--- src/rtl/decode_iq.sv ---
// decode_iq: instruction queue between fetch and execute, with decode of the
// head entry.
// Fetch pushes {instr, pc} through a valid/ready handshake, and execute pops
// the head the same way. The head entry is decoded combinationally into
// register numbers, immediate forms and absolute branch/jump targets.
// An empty queue presents all-zero outputs, which is the NOP encoding.
module decode_iq #(
    parameter int IQ_DEPTH = 4,
    parameter int ADDR_W   = 32,
    parameter int PC_HI_W  = 4
) (
    input  logic                        clk,
    input  logic                        nrst,
    input  logic                        i_drop,
    input  logic                        i_vld,
    input  logic [31:0]                 i_instr,
    input  logic [ADDR_W-1:0]           i_pc,
    output logic                        o_rdy,
    output logic                        o_vld,
    input  logic                        i_rdy,
    output logic [ADDR_W-1:0]           o_pc,
    output logic [5:0]                  o_op,
    output logic [4:0]                  o_dst_gpr,
    output logic [4:0]                  o_src1_gpr,
    output logic [4:0]                  o_src2_gpr,
    output logic [4:0]                  o_shamt,
    output logic [5:0]                  o_func,
    output logic [31:0]                 o_src3_se_v,
    output logic [31:0]                 o_src3_ze_v,
    output logic [31:0]                 o_src3_sh16_v,
    output logic [ADDR_W-1:0]           o_src3_j_v,
    output logic [ADDR_W-1:0]           o_br_tgt,
    output logic [$clog2(IQ_DEPTH):0]   o_count
);

    localparam int PTR_W = $clog2(IQ_DEPTH);
    localparam int CNT_W = PTR_W + 1;
    // Width of the jump-index field that sits between the kept PC bits and
    // the two zero alignment bits.
    localparam int JLO_W = ADDR_W - PC_HI_W - 2;

    typedef struct packed {
        logic [31:0]       instr;
        logic [ADDR_W-1:0] pc;
    } iq_entry_t;

    iq_entry_t          mem [IQ_DEPTH];
    logic [PTR_W-1:0]   rd_ptr;
    logic [PTR_W-1:0]   wr_ptr;
    logic [CNT_W-1:0]   count;

    logic               push;
    logic               pop;

    iq_entry_t          head;
    logic [31:0]        head_instr;
    logic [ADDR_W-1:0]  head_pc;
    logic [15:0]        imm;
    logic [ADDR_W-1:0]  pc4;
    logic [31:0]        jfield;
    logic [JLO_W-1:0]   j_lo;
    logic [ADDR_W-1:0]  br_off;
    logic [ADDR_W-1:0]  j_raw;
    logic [ADDR_W-1:0]  br_raw;

    // Handshake flags depend on the registered count only, so there is no
    // combinational path from i_vld or i_rdy to any output.
    assign o_rdy   = (count != CNT_W'(IQ_DEPTH));
    assign o_vld   = (count != '0);
    assign o_count = count;

    assign push = i_vld & o_rdy;
    assign pop  = o_vld & i_rdy;

    // Pointer and occupancy state. A drop empties the queue and overrides any
    // push or pop in the same cycle.
    always_ff @(posedge clk or negedge nrst) begin
        if (!nrst) begin
            rd_ptr <= '0;
            wr_ptr <= '0;
            count  <= '0;
        end else if (i_drop) begin
            rd_ptr <= '0;
            wr_ptr <= '0;
            count  <= '0;
        end else begin
            if (push)
                wr_ptr <= wr_ptr + PTR_W'(1);
            if (pop)
                rd_ptr <= rd_ptr + PTR_W'(1);
            case ({push, pop})
                2'b10:   count <= count + CNT_W'(1);
                2'b01:   count <= count - CNT_W'(1);
                default: count <= count;
            endcase
        end
    end

    // Entry storage has no reset. Its contents matter only while the
    // occupancy count says they are live.
    always_ff @(posedge clk) begin
        if (push && !i_drop)
            mem[wr_ptr] <= '{instr: i_instr, pc: i_pc};
    end

    // Head selection. Stale storage is masked while the queue is empty.
    always_comb begin
        head       = mem[rd_ptr];
        head_instr = '0;
        head_pc    = '0;
        if (o_vld) begin
            head_instr = head.instr;
            head_pc    = head.pc;
        end
    end

    // Fixed-position fields and immediate forms.
    always_comb begin
        o_pc          = head_pc;
        o_op          = head_instr[31:26];
        o_src1_gpr    = head_instr[25:21];
        o_src2_gpr    = head_instr[20:16];
        o_dst_gpr     = head_instr[15:11];
        o_shamt       = head_instr[10:6];
        o_func        = head_instr[5:0];
        imm           = head_instr[15:0];
        o_src3_se_v   = {{16{imm[15]}}, imm};
        o_src3_ze_v   = {16'h0000, imm};
        o_src3_sh16_v = {imm, 16'h0000};
    end

    // Jump index. instr[25:0] is zero-extended or truncated to JLO_W bits.
    // A bit loop keeps this legal for every ADDR_W/PC_HI_W combination.
    always_comb begin
        jfield = {6'b000000, head_instr[25:0]};
        j_lo   = '0;
        for (int i = 0; i < JLO_W; i++) begin
            if (i < 26)
                j_lo[i] = jfield[i[4:0]];
        end
    end

    // Branch offset is sign-extended {imm, 2'b00}, built in ADDR_W bits.
    // This stays valid even when ADDR_W is narrower than 18 bits.
    always_comb begin
        logic [4:0] k;
        k      = '0;
        br_off = '0;
        for (int i = 2; i < ADDR_W; i++) begin
            if (i < 18) begin
                k         = 5'(i - 2);
                br_off[i] = imm[k[3:0]];
            end else begin
                br_off[i] = imm[15];
            end
        end
    end

    // Targets are relative to pc4, and carries past ADDR_W are discarded.
    // Both targets are forced to zero when the queue is empty, so the
    // empty-queue outputs read as a NOP.
    always_comb begin
        pc4        = head_pc + ADDR_W'(4);
        j_raw      = {pc4[ADDR_W-1 -: PC_HI_W], j_lo, 2'b00};
        br_raw     = pc4 + br_off;
        o_src3_j_v = o_vld ? j_raw  : '0;
        o_br_tgt   = o_vld ? br_raw : '0;
    end

endmodule

--- config.mk ---
export PLATFORM = sky130hd
export DESIGN_NAME = decode_iq
export DESIGN_NICKNAME = d
export VERILOG_FILES = /design/src/rtl/decode_iq.sv
export SDC_FILE = /design/constraint.sdc
export NUM_CORES = 1
export LEC_CHECK = 0
export BUFFER_PORTS_ARGS = -buffer_cell sky130_fd_sc_hd__clkbuf_2
export CELL_PAD_IN_SITES_DETAIL_PLACEMENT = 0
export CELL_PAD_IN_SITES_GLOBAL_PLACEMENT = 1
export CORE_AREA = 5 5 212 173
export DETAILED_ROUTE_END_ITERATION = 16
export DIE_AREA = 0 0 217 178
export PLACE_DENSITY_LB_ADDON = 0.1
export SLEW_MARGIN = 0
export SYNTH_ARGS = -nofsm -noshare
export SYNTH_HDL_FRONTEND = slang
export SYNTH_SLANG_ARGS = --single-unit
--- constraint.sdc ---
create_clock -name clk -period 8.7 [get_ports clk]
set_input_delay 1.305 -clock clk [delete_from_list [all_inputs] [get_ports clk]]
set_output_delay 1.305 -clock clk [all_outputs]
set_load 0.1 [all_outputs]
==> summary.md <==
| Metric | Value |
|---|---|
| Outcome | `complete, no violations` |
| Worst path required time | `7.39 ns` |
| Initial Util | `39.2%` |
| Post-synthesis instance area | `13,400 um2` |
| Worst Setup Start Kind | `flop` |
| H-tree levels | `1` |
| Top sig layer | `met5` |
| Die Ht | `178 um` |
| Worst-skew pair later-pin latency | `0.56 ns` |
| First-pass GRT wire length | `48.9 mm` |
| Max_cap viols | `0` |
| Total gr overflow | `0` |
| Die Width | `217 um` |
| Post-route setup TNS | `0 ns` |
| Vias in the first global route | `7,845` |
| Crit Path Class | `reg -> out` |
| FF-to-FF path depth | `10` |
| Max-slew headroom | `42.3%` |
| Num Clock Sinks | `263` |
| Syn Inst Count | `930` |
| Mean post-synth cell area | `14.5 um2` |
| Met2 WL | `14.8 mm` |
| Skew final | `0.0113 ns` |
| Max Slew Vio Count | `0` |
| Fmax | `134 MHz` |
| Clk root buf | `clkbuf_16` |
| Iteration-0 DRC Markers | `388` |
| Rows | `61` |
| Slew @ Worst Pin | `0.865 ns` |
| Vias per cell | `4.98` |
| RR Endpoint | `o_count[2]` |
| M1 wire length | `15.3 mm` |
| EDFF count, synth | `256` |
| Most instantiated library cell after synthesis | `edfxtp_1` |
| Reg2Reg Setup Slack | `5.59 ns` |
| Final setup viols | `0` |
| Depth of the worst hold-timing path | `2` |
| Reg2reg start | `o_count[0]` |
| Largest area contributor in the netlist | `edfxtp_1` |
| DRT Pass-1 Iters | `5` |
| Post-synth top area share | `57.2%` |
| Initial antenna violation count | `5` |
| # IOs | `298` |
| Antenna Nets Post-Route | `0` |
| Final HPWL from detailed placement | `23.2 mm` |
| Core area | `34,300 um2` |
| Vias | `7,808` |
| Register area share after synthesis | `58.5%` |
| Antenna fix cells | `0` |
| PortBufs | `263` |
| CTS max path bufs | `3` |
| Crit path time final | `7.44 ns` |
| Tcrit/Tclk final | `85.5%` |
| Unrepaired setup endpoints after global routing | `no` |
| Top FF cell, synth | `edfxtp_1` |
| #FFs+latches synth | `263` |
| Hold Path Origin | `wr_ptr[1]` |
| Largest net degree at the start of global routing | `57` |
| Post-CTS Hold Buffers | `0` |
| Final-report hold violation count | `0` |
| HP Class | `reg -> reg` |
| Worst path arrival time | `6.14 ns` |
| Clock Pin Slew Worst Setup and Hold Paths | `0.07 ns` |
| Max FO, Critical Path | `41` |
| Critical Path Sink Type | `primary output` |
| Asr flop ratio synth | `2.66%` |
| Post-CTS Resized | `0` |
| Detailed Route WL | `32.8 mm` |
| Share of layout cells above drive strength 1 | `34.6%` |
| Met3 WL post-DR | `1.84 mm` |
| Post-synth cell types | `68` |
| GPL Wtd Cong | `0.771` |
| Synth top area cells | `edfxtp_1 57%, mux4_2 8.7%, buf_4 7.3%, ha_1 3.3%, and2_1 3.1%` |
| Post-synth top cells | `256 x edfxtp_1, 130 x buf_4, 66 x and2_1, 52 x mux4_2, 49 x nor2_1` |
| Final nets | `1,213` |
| Tot GR Track Use | `16.6%` |
| WL/cell | `20.9 um` |
| Worst Hold End | `wr_ptr[1]` |
| CTS tree | `yes` |
| Full die area | `38,600 um2` |
| Drt drc | `0` |
| Ys Warns | `0` |
| CTS buffer count | `28` |
| Area Overhead vs Synth | `13.8%` |
| Setup Buffers After CTS | `0` |
-- final cells by class --
class	count	area (um2)
Fill cell	3148	19000
Sequential cell	263	7870
Multi-Input combinational cell	517	4530
Timing Repair Buffer	273	1390
Clock buffer	31	712
Tap cell	441	552
Clock inverter	21	163
Inverter	23	86.3
-- worst max path at each step --
stage,startpoint,to
floorplan,o_count[0],o_br_tgt[29]
global placement,rd_ptr[0],o_br_tgt[31]
detailed placement,rd_ptr[0],o_br_tgt[31]
CTS,rd_ptr[0],o_br_tgt[31]
global route,rd_ptr[0],o_br_tgt[31]
finish,rd_ptr[0],o_br_tgt[31]
-- registers in the layout (all words and copies together) (netlist names) --
register and count:
mem 256, o_count 3, rd_ptr 2, wr_ptr 2
-- logic make-up (layout without fill, tap and decap cells) --
logic type	Yosys count	in the layout	share of synthesized area, %
AND/OR/NAND/NOR	229	229	9.33
multiplexers	69	69	11.4
XOR/XNOR	59	59	3.90
buffers and inverters	183	348	8.98
adder cells (fa/ha/maj)	38	38	3.65
flip-flops	263	263	58.5
AO/OA/AOI/OAI	88	88	4.22
other	1	34	0.0279
-- metrics by stage --
stage	hold slack (ns)	util, %	setup slack (ns)	cell area [um2]	cells
floorplan	0.543	-	0.0952	13600	963
global placement	0.577	42.1	1.92	14400	1517
detailed placement	0.586	42.1	1.79	14400	1517
CTS	0.571	44.6	1.14	15300	1569
global route	0.582	44.6	0.769	15300	1569
finish	0.589	44.6	1.26	15300	1569
-- worst max-delay path: stages, from the launching register on --
cell and delay, ns:
dfrtp_4 0.91, mux4_1 0.67, nand2_1 0.12, inv_1 0.08
ha_1 0.22, and2_1 0.15, and4_1 0.22, nand3_1 0.12
or2_1 0.20, nor2_1 0.08, xor2_1 0.15, ha_1 0.39
o21a_1 0.16, o2111ai_1 0.10, a21boi_0 0.24, o21ai_0 0.17
o32ai_1 0.51, o31ai_1 0.17, o21ai_0 0.25, xnor2_1 0.11
nor2_2 0.08, clkbuf_2 0.45
-- layout by cell type (no fill, tap or decap), types with 4 or more instances in the layout --
master and n:
edfxtp_1 256, a21oi_1 21, buf_4 10, dfrtp_1 5
nand3_1 19, and2_1 62, mux4_1 12, o21a_1 5
clkinv_2 7, and2_4 4, a21o_1 10, clkbuf_16 28
clkbuf_2 263, xnor2_1 35, clkinv_1 7, ha_1 36
inv_1 22, nand2b_1 6, o211ai_1 7, mux4_2 52
nor2_1 48, nor3_1 7, o21ai_0 20, mux2i_1 4
nor2b_1 4, conb_1 34, xor2_1 23, nand4_1 8
nand2_1 37, a211oi_1 4
-- metal layers --
layer  up-vias  track usage, %
met5         -               0
met4        10            4.53
met3        56            3.38
met2       212            25.9
met1      3847            24.0
li1       3683               -
Power is left out: the tool's default activity adds up to more than one toggle a clock period on the data nets, which glitch-free logic cannot reach.
